$ cat src/rtl/axis_uart_tx_framed.sv
// AXI-Stream to UART transmitter with internal FIFO, runtime divisor, 1/2 stop bits and tlast gaps.
// Optional parity bit is compiled in when AXIS_UART_PARITY_EN is defined.
module axis_uart_tx_framed #(
  parameter int DATA_BITS  = 8,
  parameter int FIFO_DEPTH = 16,
  parameter int DIV_WIDTH  = 16,
  parameter int GAP_BITS   = 10
) (
  input  logic                          clk,
  input  logic                          rst,
  input  logic [DATA_BITS-1:0]          s_axis_tdata,
  input  logic                          s_axis_tvalid,
  input  logic                          s_axis_tlast,
  output logic                          s_axis_tready,
  input  logic [DIV_WIDTH-1:0]          cfg_div,
  input  logic                          cfg_stop2,
  input  logic                          cfg_parity_odd,
  output logic                          uart_tx,
  output logic                          busy,
  output logic [$clog2(FIFO_DEPTH):0]   fifo_level,
  output logic                          frame_done
);

  localparam int AW   = $clog2(FIFO_DEPTH);
  localparam int LW   = AW + 1;
  localparam int MAXB = (GAP_BITS > DATA_BITS) ? GAP_BITS : DATA_BITS;
  localparam int CW   = $clog2(MAXB + 1);
  localparam logic [LW-1:0] FULL = LW'(FIFO_DEPTH);

  typedef enum logic [2:0] {
    IDLE,
    START,
    DATA,
`ifdef AXIS_UART_PARITY_EN
    PARITY,
`endif
    STOP,
    GAP
  } state_t;

  // FIFO
  logic [DATA_BITS:0] mem [FIFO_DEPTH];
  logic [AW-1:0]      wr_ptr, rd_ptr;
  logic [LW-1:0]      count;
  logic [DATA_BITS:0] head;
  logic               push, pop;

  state_t state, state_n;

  assign s_axis_tready = (count != FULL) && !rst;
  assign push          = s_axis_tvalid && s_axis_tready;
  assign pop           = (state == IDLE) && (count != '0);
  assign head          = mem[rd_ptr];
  assign fifo_level    = count;

  always_ff @(posedge clk) begin
    if (push) mem[wr_ptr] <= {s_axis_tlast, s_axis_tdata};
  end

  always_ff @(posedge clk or posedge rst) begin
    if (rst) begin
      wr_ptr <= '0;
      rd_ptr <= '0;
      count  <= '0;
    end else begin
      if (push) wr_ptr <= wr_ptr + 1'b1;
      if (pop)  rd_ptr <= rd_ptr + 1'b1;
      case ({push, pop})
        2'b10:   count <= count + 1'b1;
        2'b01:   count <= count - 1'b1;
        default: count <= count;
      endcase
    end
  end

  // Serialiser
  logic [DATA_BITS-1:0] shreg, shreg_n;
  logic                 last_q, last_n;
  logic                 stop2_q, stop2_n;
  logic [DIV_WIDTH-1:0] div_q, div_n;
  logic [DIV_WIDTH-1:0] baud_cnt, baud_n;
  logic [CW-1:0]        bitc, bitc_n;
  logic                 tx_q, tx_n;
  logic                 par_q, par_n;
  logic [DIV_WIDTH-1:0] div_eff;
  logic [CW-1:0]        stop_last;
  logic                 tick;

  assign div_eff   = (cfg_div == '0) ? DIV_WIDTH'(1) : cfg_div;
  assign tick      = (baud_cnt == '0);
  assign stop_last = {{(CW-1){1'b0}}, stop2_q};

`ifdef AXIS_UART_PARITY_EN
  assign par_n = pop ? ((^head[DATA_BITS-1:0]) ^ cfg_parity_odd) : par_q;
`else
  logic unused_parity_cfg;
  assign unused_parity_cfg = cfg_parity_odd;
  assign par_n = 1'b0;
`endif

  always_comb begin
    state_n    = state;
    shreg_n    = shreg;
    last_n     = last_q;
    stop2_n    = stop2_q;
    div_n      = div_q;
    bitc_n     = bitc;
    baud_n     = tick ? div_q : baud_cnt - 1'b1;
    frame_done = 1'b0;
    case (state)
      IDLE: begin
        if (count != '0) begin
          shreg_n = head[DATA_BITS-1:0];
          last_n  = head[DATA_BITS];
          stop2_n = cfg_stop2;
          div_n   = div_eff;
          baud_n  = div_eff;
          bitc_n  = '0;
          state_n = START;
        end
      end
      START: begin
        if (tick) begin
          bitc_n  = '0;
          state_n = DATA;
        end
      end
      DATA: begin
        if (tick) begin
          shreg_n = shreg >> 1;
          if (bitc == CW'(DATA_BITS - 1)) begin
            bitc_n = '0;
`ifdef AXIS_UART_PARITY_EN
            state_n = PARITY;
`else
            state_n = STOP;
`endif
          end else begin
            bitc_n = bitc + 1'b1;
          end
        end
      end
`ifdef AXIS_UART_PARITY_EN
      PARITY: begin
        if (tick) begin
          bitc_n  = '0;
          state_n = STOP;
        end
      end
`endif
      STOP: begin
        if (tick) begin
          if (bitc == stop_last) begin
            frame_done = 1'b1;
            bitc_n     = '0;
            state_n    = (last_q && (GAP_BITS > 0)) ? GAP : IDLE;
          end else begin
            bitc_n = bitc + 1'b1;
          end
        end
      end
      GAP: begin
        if (tick) begin
          if (bitc == CW'(GAP_BITS - 1)) begin
            bitc_n  = '0;
            state_n = IDLE;
          end else begin
            bitc_n = bitc + 1'b1;
          end
        end
      end
      default: state_n = IDLE;
    endcase

    // Line level is registered from the next state so uart_tx is glitch-free.
    case (state_n)
      START:   tx_n = 1'b0;
      DATA:    tx_n = shreg_n[0];
`ifdef AXIS_UART_PARITY_EN
      PARITY:  tx_n = par_n;
`endif
      default: tx_n = 1'b1;
    endcase
  end

  always_ff @(posedge clk or posedge rst) begin
    if (rst) begin
      state    <= IDLE;
      shreg    <= '0;
      last_q   <= 1'b0;
      stop2_q  <= 1'b0;
      div_q    <= '0;
      baud_cnt <= '0;
      bitc     <= '0;
      tx_q     <= 1'b1;
      par_q    <= 1'b0;
    end else begin
      state    <= state_n;
      shreg    <= shreg_n;
      last_q   <= last_n;
      stop2_q  <= stop2_n;
      div_q    <= div_n;
      baud_cnt <= baud_n;
      bitc     <= bitc_n;
      tx_q     <= tx_n;
      par_q    <= par_n;
    end
  end

  assign uart_tx = tx_q;
  assign busy    = (state != IDLE);

endmodule
$ cat config.mk
export PLATFORM = sky130hd
export DESIGN_NAME = axis_uart_tx_framed
export DESIGN_NICKNAME = d
export VERILOG_FILES = /design/src/rtl/axis_uart_tx_framed.sv
export SDC_FILE = /design/constraint.sdc
export NUM_CORES = 1
export LEC_CHECK = 0
export CAP_MARGIN = 15
export CELL_PAD_IN_SITES_DETAIL_PLACEMENT = 1
export CELL_PAD_IN_SITES_GLOBAL_PLACEMENT = 1
export CORE_ASPECT_RATIO = 1.4
export CORE_MARGIN = 8
export CORE_UTILIZATION = 55
export CTS_CLUSTER_SIZE = 16
export DETAILED_ROUTE_END_ITERATION = 10
export GPL_ROUTABILITY_DRIVEN = 0
export PLACE_DENSITY_LB_ADDON = 0.1
export SETUP_SLACK_MARGIN = 0.3
export SYNTH_ARGS = -nofsm -noshare
export SYNTH_HDL_FRONTEND = slang
export SYNTH_SLANG_ARGS = --single-unit
$ cat constraint.sdc
create_clock -name clk -period 6.4 [get_ports clk]
set_input_delay 0.96 -clock clk [delete_from_list [all_inputs] [get_ports clk]]
set_output_delay 0.96 -clock clk [all_outputs]
set_load 0.005 [all_outputs]
; ---- After elaboration in Yosys (flattened, before gate mapping)
; Memory sizes are Yosys's and may differ from the RTL's.
; Cells that the tools add are included.
[op_classes]
n_addsub = 6
eq_ne = 17
mux = 33
reduce_logical = 15
[ops]
columns = cell, count
row1 = 16-bit 2-to-1 mux, 4
row2 = 16-bit logical NOT, 2
row3 = 4-bit 2-to-1 mux, 8
row4 = 3-bit 2-to-1 mux, 9
row5 = 4-bit one-hot mux with 5 select lines, 1
row6 = 8-bit 2-to-1 mux, 2
row7 = 8-bit one-hot mux with 2 select lines, 1
row8 = "16-bit by 1-bit subtractor with 16-bit output, second input constant", 1
row9 = 3-bit one-hot mux with 5 select lines, 1
row10 = "4-bit by 1-bit adder with 4-bit output, second input constant", 3
row11 = 5-bit one-hot mux with 2 select lines, 1
row12 = 5-bit nonzero test, 2
row13 = "3-bit by 2-bit equality test with 1-bit output, second input constant", 3
row14 = "2-bit != test, second input constant", 4
row15 = "3-bit by 1-bit equality test with 1-bit output, second input constant", 2
row16 = 6-bit AND reduction, 1
row17 = "5-bit by 1-bit adder with 5-bit output, second input constant", 1
row18 = 1-bit 2-to-1 mux, 5
row19 = "5-bit != test, second input constant", 1
row20 = "5-bit by 1-bit subtractor with 5-bit output, second input constant", 1
row21 = 4-bit by 1-bit equality test with 1-bit output, 1
row22 = "4-bit by 3-bit equality test with 1-bit output, second input constant", 1
row23 = "4-bit equality test, second input constant", 1
row24 = 2-bit nonzero test, 2
row25 = 11 further kinds, 13
[totals]
regBits = 63
mem_bits_rw = 144
input_bits = 30
output_inout_bits = 9
elab_cells = 84
n_memories = 1
[memory_table]
columns = name, depth, word_bits, read_ports, rd_clocked_by_memory_dff, write_ports, line_no
row1 = mem, 16, 9, 1, 0, 1, 42  ; logic [DATA_BITS:0] mem [FIFO_DEPTH];

; ---- Longest topological paths before layout
[logic_depth]
depth_word = 6
ltp_mapped = 15
mapped_depth_nobuf = 12

; ---- Least setup slack after synthesis
; No wires, ideal clock.
[synth_timing]
kind = flip-flop to flip-flop
startpoint = reg state[1]
endpoint = reg count[4], in the netlist fifo_level[4]
setup_ns = 0.080
arrival_ns = 3.034
required_time_ns = 6.320
slack_ns = 3.286
stages_incl_launch_ff = 15
n_path_buf = 3
synth_period_minus_slack_ns = 3.114
path_cell_list = dfrtp_1 or3_1 nand2b_1 clkbuf_1 inv_1 clkbuf_1 buf_2 ha_1 inv_1 fa_1 nor2b_1 o21ai_0 and3_1 nor3_1 xnor2_1
[synth_via]
elab_chain_len = 4
word_cells_on_any_way = 6
cone_classes = eq/ne: 2 / mux: 1 / reduce/logical: 3
[synth_rtl]
columns = element, line_no
row1 = "start, declared", 48  ; state_t state, state_n;
row2 = "start signal, assigned", 198  ; state <= state_n;
row3 = 3-bit logical NOT (*), 52  ; assign pop = (state == IDLE) && (count != '0);
row4 = 1-bit logical AND (*), 52
row5 = via pop, 46  ; logic push, pop;
row6 = 2-bit by 1-bit equality test with 1-bit output or 2-bit equality test (tied branches), 68  ; case ({push, pop})
row7 = 5-bit one-hot mux with 2 select lines or 2-bit nonzero test (tied branches), n/a
row8 = "end signal, assigned", 69  ; 2'b10: count <= count + 1'b1;
row9 = "end signal, assigned", 70  ; 2'b01: count <= count - 1'b1;
row10 = "end signal, assigned", 71  ; default: count <= count;
row11 = "end, declared", 44  ; logic [LW-1:0] count;
; The timed path passes the listed nets; every way through them passes the cells marked *.
; A chain may end at the register's enable or synchronous reset.

; ---- Worst setup path in the final report
[layout_timing]
startpoint = reg baud_cnt[0]
endpoint = out frame_done
[layout_via]
elab_chain_len = 3
[layout_rtl]
columns = element, line_no
row1 = "start, declared", 81  ; logic [DIV_WIDTH-1:0] baud_cnt, baud_n;
row2 = "start signal, assigned", 203  ; baud_cnt <= baud_n;
row3 = 16-bit logical NOT, 90  ; assign tick = (baud_cnt == '0);
row4 = 1-bit 2-to-1 mux, 152  ; if (tick) begin
row5 = 1-bit 2-to-1 mux, 110  ; case (state)
row6 = "end, declared", 21  ; output logic frame_done
; No other way between the ends.

==> out/results.tsv <==
metric	value	unit
status	completed	
Routed WL	20.4	mm
synthesized instance count	599	
Crit path required time	5.44	ns
post-synthesis cell type count	58	
fin nets	683	
Peak VDD IR	0.000300	V
CP bufs+invs	2	
most frequent cells in the layout	edfxtp_1 (144), nand2_1 (80), dfrtp_1 (61), mux4_2 (37), clkdlybuf4s50_1 (37)	
Post-CTS Resized	0	
endpoint class of the critical path	output port	
clk slew on worst S/H paths	0.06	ns
RSZ-0062 raised after global routing	false	
Leak Pwr	3.57	nW
min Tclk post-route	4.18	ns
worst skew pair latency	0.49	ns
crit path cell chain	inv_1 > ha_1 > or4b_1 > or4_4 > nor2_8 > and3_1 > clkdlybuf4s50_1	
Residual DRC	0	
Setup Fix Bufs, Post-CTS	0	
Most used DFF post-synth	edfxtp_1	
CP max FO	10	
root buffer cell	clkbuf_16	
Hold Fails Final Rpt	0	
mapped cell area	8830	um^2
max-cap viol count	0	
I/O Buffers	37	
Final Slew Violations	0	
# setup viols final	0	
n_diodes	0	
final hold slack	0.476	ns
clock skew	0.00874	ns
Num Clock Sinks	207	
Die Width	123	um
CP Class	reg -> out	
Slew Limit Headroom	25.6	%
first-pass GRT wire length	32.4	mm
power density over the cells	356	nW/um^2
largest net degree at the start of global routing	64	
Initial Util	55.3	%
io pins	39	
total number of vias	5146	
share of cells above drive strength 1	13.5	%
register area share after synthesis	66.9	%
Wirelength per Cell	23.9	um
syn_area_per_cell	14.7	um^2
worst slew pin tran	1.11	ns
Design Power	0.00359	W
number of flops mapped to enable cells by yosys	144	
cts hold-fix bufs	0	
Final ANT Viol Nets	0	
Total GRT Usage	20.8	%
setup TNS	0	ns
Sequential Area	5900	um^2
Yosys reg bits	207	
YS warnings	0	
initial antenna violation count	0	
detailed placement HPWL	13.9	mm
Worst path max stage delay	0.65	ns
vias in the first global route	5859	
Area growth, synth to finish	14.0	%
Die ar.	20400	um^2
fin util	63.0	%
Syn Nets	642	
Fillers	1502	
FP Rows	55	
global route overflow	0	
CTS tree	built	
commonest non-fill, non-tap cell in the layout	edfxtp_1	
HP Class	reg -> reg	
area occupied by multi-input gates	2740	um^2
Max Buffers Root-to-Sink	3	
delay-heaviest family, CP	simple AND/OR/NAND/NOR gates	
CP startpoint kind	register	
CTS buffer count	21	
Vias per Instance	6.04	
DRT Pass-1 Iters	4	
Async S/R FF share, synth	30.4	%
Tcrit/Tclk final	65.3	%
Iter 0 DRT Violations	364	
Fmax	239	MHz
H-Tree Depth	1	
core area	16000	um^2
arrival time at the worst endpoint	3.22	ns
Die Height	166	um
Crit-path slowest cell	or4_4	
-- area by class of cell --
| type | instances | area share (%) |
|---|---|---|
| timing repair buffer | 48 | 4.50 |
| inverter | 14 | 0.522 |
| clock inverter | 10 | 1.23 |
| clock buffer | 26 | 5.41 |
| multi-input combinational | 348 | 27.2 |
| tap | 199 | 2.47 |
| sequential | 207 | 58.7 |
-- cell families after synthesis --
kind of cell               after synthesis  share of synthesized area, %
DFF                                    207                          66.9
and+or+nand+nor                        182                          10.2
AOI/OAI and AO/OA                       87                          6.48
buffers and inverters                   44                          2.15
muxes                                   43                          10.1
xor gates and xnor gates                23                          2.28
adders and majority gates               13                          1.93
-- sequential cells by signal (all words and copies together), names as in the netlist --
signal	flops
fifo_level	5
last_q	1
bitc	4
wr_ptr	4
stop2_q	1
uart_tx	1
mem	144
div_q	16
state	3
rd_ptr	4
shreg	8
baud_cnt	16
-- through the flow --
stage	instances	setup slack [ns]	instance area [um^2]
2_1_floorplan	599	3.29	8830
3_3_place_gp	816	2.77	9390
3_5_place_dp	816	2.75	9390
4_1_cts	852	2.19	10100
5_1_grt	852	2.10	10100
6_report	852	2.22	10100
-- report_power, final --
| group | leakage [nW] | switching, W | total (W) | internal, W |
|---|---|---|---|---|
| clock network | 0.320 | 0.000480 | 0.00120 | 0.000722 |
| registers | 2.05 | 0.000126 | 0.00170 | 0.00158 |
| logic | 1.20 | 0.000349 | 0.000682 | 0.000333 |
| total | 3.57 | 0.000955 | 0.00359 | 0.00263 |
-- cells in the mapped netlist (3+ instances only) --
master	n	share of area [%]
edfxtp_1	144	49
nor3_1	16	0.91
a221o_1	7	0.79
xor2_1	5	0.50
mux4_2	37	9.4
xnor2_1	18	1.8
ha_1	12	1.7
a21oi_1	11	0.62
mux2i_1	6	0.68
nor2_1	29	1.2
or3_1	3	0.21
a211oi_1	8	0.68
buf_2	8	0.45
nor2b_1	9	0.64
buf_1	3	0.13
nand3_1	3	0.17
o31ai_1	7	0.60
inv_1	14	0.60
nand4_1	5	0.35
nand2_1	80	3.4
o21ai_0	34	1.9
nor4_1	9	0.64
nand2b_1	9	0.64
clkbuf_1	16	0.68
o22ai_1	3	0.21
dfrtp_1	62	18
-- layer usage --
| layer | part of all wire, % | global-route usage, % | vias to the layer above |
|---|---|---|---|
| li1 | - | - | 2350 |
| met3 | 4.3 | 3.27 | 34 |
| met4 | 2.3 | 7.04 | 0 |
| met2 | 56 | 38.4 | 112 |
| met1 | 38 | 23.3 | 2650 |
| met5 | 0 | 0 | - |
-- worst register-to-register path, stage by stage (launching register included) --
cell and delay, ns:
dfrtp_1 0.41, nor4_1 0.46, a21oi_1 0.16, and2_1 0.30, inv_1 0.11, ha_1 0.24
inv_1 0.11, fa_1 0.42, nor2b_1 0.13, o21ai_0 0.12, and3_1 0.21, nor3_1 0.17
xnor2_1 0.14
-- worst paths after layout --
path,start,end,slack (ns),depth (start not counted)
worst max-delay path,baud_cnt[0]$_DFF_PP0_,frame_done,2.22,7
worst min-delay path,div_q[10]$_DFFE_PP0P_,div_q[10]$_DFFE_PP0P_,0.48,2
worst max register to register,fifo_level[2]$_DFFE_PP0P_,fifo_level[4]$_DFFE_PP0P_,3.35,12
worst min register to register,div_q[10]$_DFFE_PP0P_,div_q[10]$_DFFE_PP0P_,0.48,2
max in group asynchronous,rst,rd_ptr[0]$_DFFE_PP0P_,4.76,3
min in group asynchronous,rst,div_q[10]$_DFFE_PP0P_,1.06,3
Power figures use the tool's default switching activity.
==> RTL change, RTL diff (same settings) <==
`GAP_BITS`: 10 -> 9.
--- a/src/rtl/axis_uart_tx_framed.sv
+++ b/src/rtl/axis_uart_tx_framed.sv
@@ -6,3 +6,3 @@
   parameter int DIV_WIDTH  = 16,
-  parameter int GAP_BITS   = 10
+  parameter int GAP_BITS   = 9
 ) (
Behaviour: no difference found for any inputs over 10 cycles, from zero or initial values and one cycle with rst high; that may be too few to reach the edited logic, so the function may still have changed.
==> RTL change against the unedited design <==
Area after synthesis down 0.88%; final area down 0.36%; routed wire length down 3.9%; setup slack worse by 0.72 ns; critical path depth unchanged; power down 4.0%; global-route usage down 0.40 points; combinational power down 27%; sequential cell count unchanged; clock skew up 0.0025 ns; first-iteration DRC count down 0.55%; largest cell class unchanged.
==> RTL change: results (changes against the unedited design) <==
| Metric | Value |
|---|---|
| Status | `completed` |
| Met3 Usage GRT | `3.10% (-0.17 points)` |
| Worst Tran Pin Value | `1.17 ns (+0.0597 ns)` |
| Antenna violations before repair | `0 (unchanged)` |
| Slowest stage cell, crit path | `nor2_1` |
| Drt first pass iters | `5 (+1)` |
| Clock network area share | `7.10% (+0.46 points)` |
| Internal power | `2.57 mW (-2.4%)` |
| Plain + repair buffers | `43 (-10%)` |
| Share of cells above drive strength 1 | `13.6% (+0.10 points)` |
| Post-Place Cell Area | `9310 sq um (-0.85%)` |
| IO buf count | `37 (unchanged)` |
| DR WL met2 | `10700 microns (-5.9%)` |
| Inverters, non-clock | `20 (+6)` |
| Vias | `5033 (-2.2%)` |
| Synth unique cells | `49 (-16%)` |
| Total CTS buffers | `21 (unchanged)` |
| Ys async rst share | `30.4% (unchanged)` |
| DR iter-0 viols | `362 (-0.55%)` |
| Nets | `677 (-0.88%)` |
| Top cells by area, synth | `edfxtp_1 49%, dfrtp_1 18%, mux4_2 9.3%` |
| M1 GR Usage | `23.7% (+0.33 points)` |
| Vias in the first global route | `5599 (-4.4%)` |
| Worst VDD drop | `0.299 mV (-0.55%)` |
| Fraction of area in multi-input gates | `26.7% (-0.51 points)` |
| Dpl hpwl | `12800 microns (-7.4%)` |
| FF+latch area | `5900 sq um (unchanged)` |
| First-pass GRT wire length | `31400 microns (-3.1%)` |
| Crit path largest cell delay | `0.84 ns (+0.19 ns)` |
| Fillers | `1444 (-3.9%)` |
| CLK BUF | `25 (-3.8%)` |
| Synthesized cell area | `8750 sq um (-0.88%)` |
| DR WL met3 | `681 microns (-22%)` |
| Clk buf depth | `3 (unchanged)` |
| Met2 Use GR | `37.5% (-0.87 points)` |
| Ys Warns | `0 (unchanged)` |
| Post-CTS sizing | `0 (unchanged)` |
| Top delay family on crit path | `simple AND/OR/NAND/NOR gates` |
| CTS Root Cell | `clkbuf_16` |
| GRT Total Usage | `20.4% (-0.40 points)` |
| Post-synth EDFFs | `144 (unchanged)` |
| Wl on met1 | `7720 microns (+0.81%)` |
| Register fraction of the total cell area | `58.9% (+0.21 points)` |
| Sequential share of the synthesized area | `67.4% (+0.59 points)` |
| Crit Path Max Fanout | `13 (+3)` |
| #MultiIn Comb | `341 (-2.0%)` |
| Most frequent cell after synthesis | `edfxtp_1` |
| Synth top cells by count | `144 x edfxtp_1, 80 x nand2_1, 62 x dfrtp_1` |
| Highest metal used | `met4` |
| Largest regs | `mem x144, baud_cnt x16, div_q x16` |
| Net Count, Synth | `641 (-0.16%)` |
| Non-clock buffering overhead | `4.14% (-0.36 points)` |
| Leakage Power | `3.61 nW (+1.0%)` |
| Wire length per cell | `23.2 microns (-2.9%)` |
| Clk_skew | `0.0112 ns (+0.00251 ns)` |
RTL change: worst paths after layout:
check                                           start                         to  slack (ns)  depth (start not counted)
worst max-delay path            baud_cnt[0]$_DFF_PP0_                 frame_done        1.50                          7
worst min-delay path            div_q[12]$_DFFE_PP0P_      div_q[12]$_DFFE_PP0P_        0.47                          2
worst max register to register  baud_cnt[0]$_DFF_PP0_        bitc[3]$_DFFE_PP0P_        2.82                          8
worst min register to register  div_q[12]$_DFFE_PP0P_      div_q[12]$_DFFE_PP0P_        0.47                          2
max in group asynchronous                         rst      rd_ptr[0]$_DFFE_PP0P_        4.68                          3
min in group asynchronous                         rst  fifo_level[4]$_DFFE_PP0P_        1.08                          3
RTL change: kinds of logic after synthesis:
| logic type | count (synthesis) | synth area share (%) |
|---|---|---|
| muxes | 48 | 10.7 |
| buffers and inverters | 50 | 2.22 |
| xor gates and xnor gates | 23 | 2.30 |
| DFF | 207 | 67.4 |
| AOI/OAI and AO/OA | 85 | 6.41 |
| adders and majority gates | 13 | 1.94 |
| and+or+nand+nor | 172 | 9.04 |
RTL change: metrics by stage:
stage	hold WS [ns]	std cells	setup slack, ns
detailed placement	0.463	807	1.98
global placement	0.453	807	2.15
finish	0.475	844	1.50
CTS	0.480	844	1.46
floorplan	0.441	598	3.50
global route	0.499	844	1.15
RTL change: power by group through the flow:
| stage | Clock [mW] | Combinational [mW] | Sequential, mW |
|---|---|---|---|
| 5_1_grt | 1.34 | 0.551 | 1.69 |
| 4_1_cts | 1.29 | 0.509 | 1.67 |
| 2_1_floorplan | 0 | 0.353 | 1.65 |
| 6_report | 1.27 | 0.498 | 1.67 |
| 3_5_place_dp | 0 | 0.503 | 1.69 |
| 3_3_place_gp | 0 | 0.476 | 1.68 |
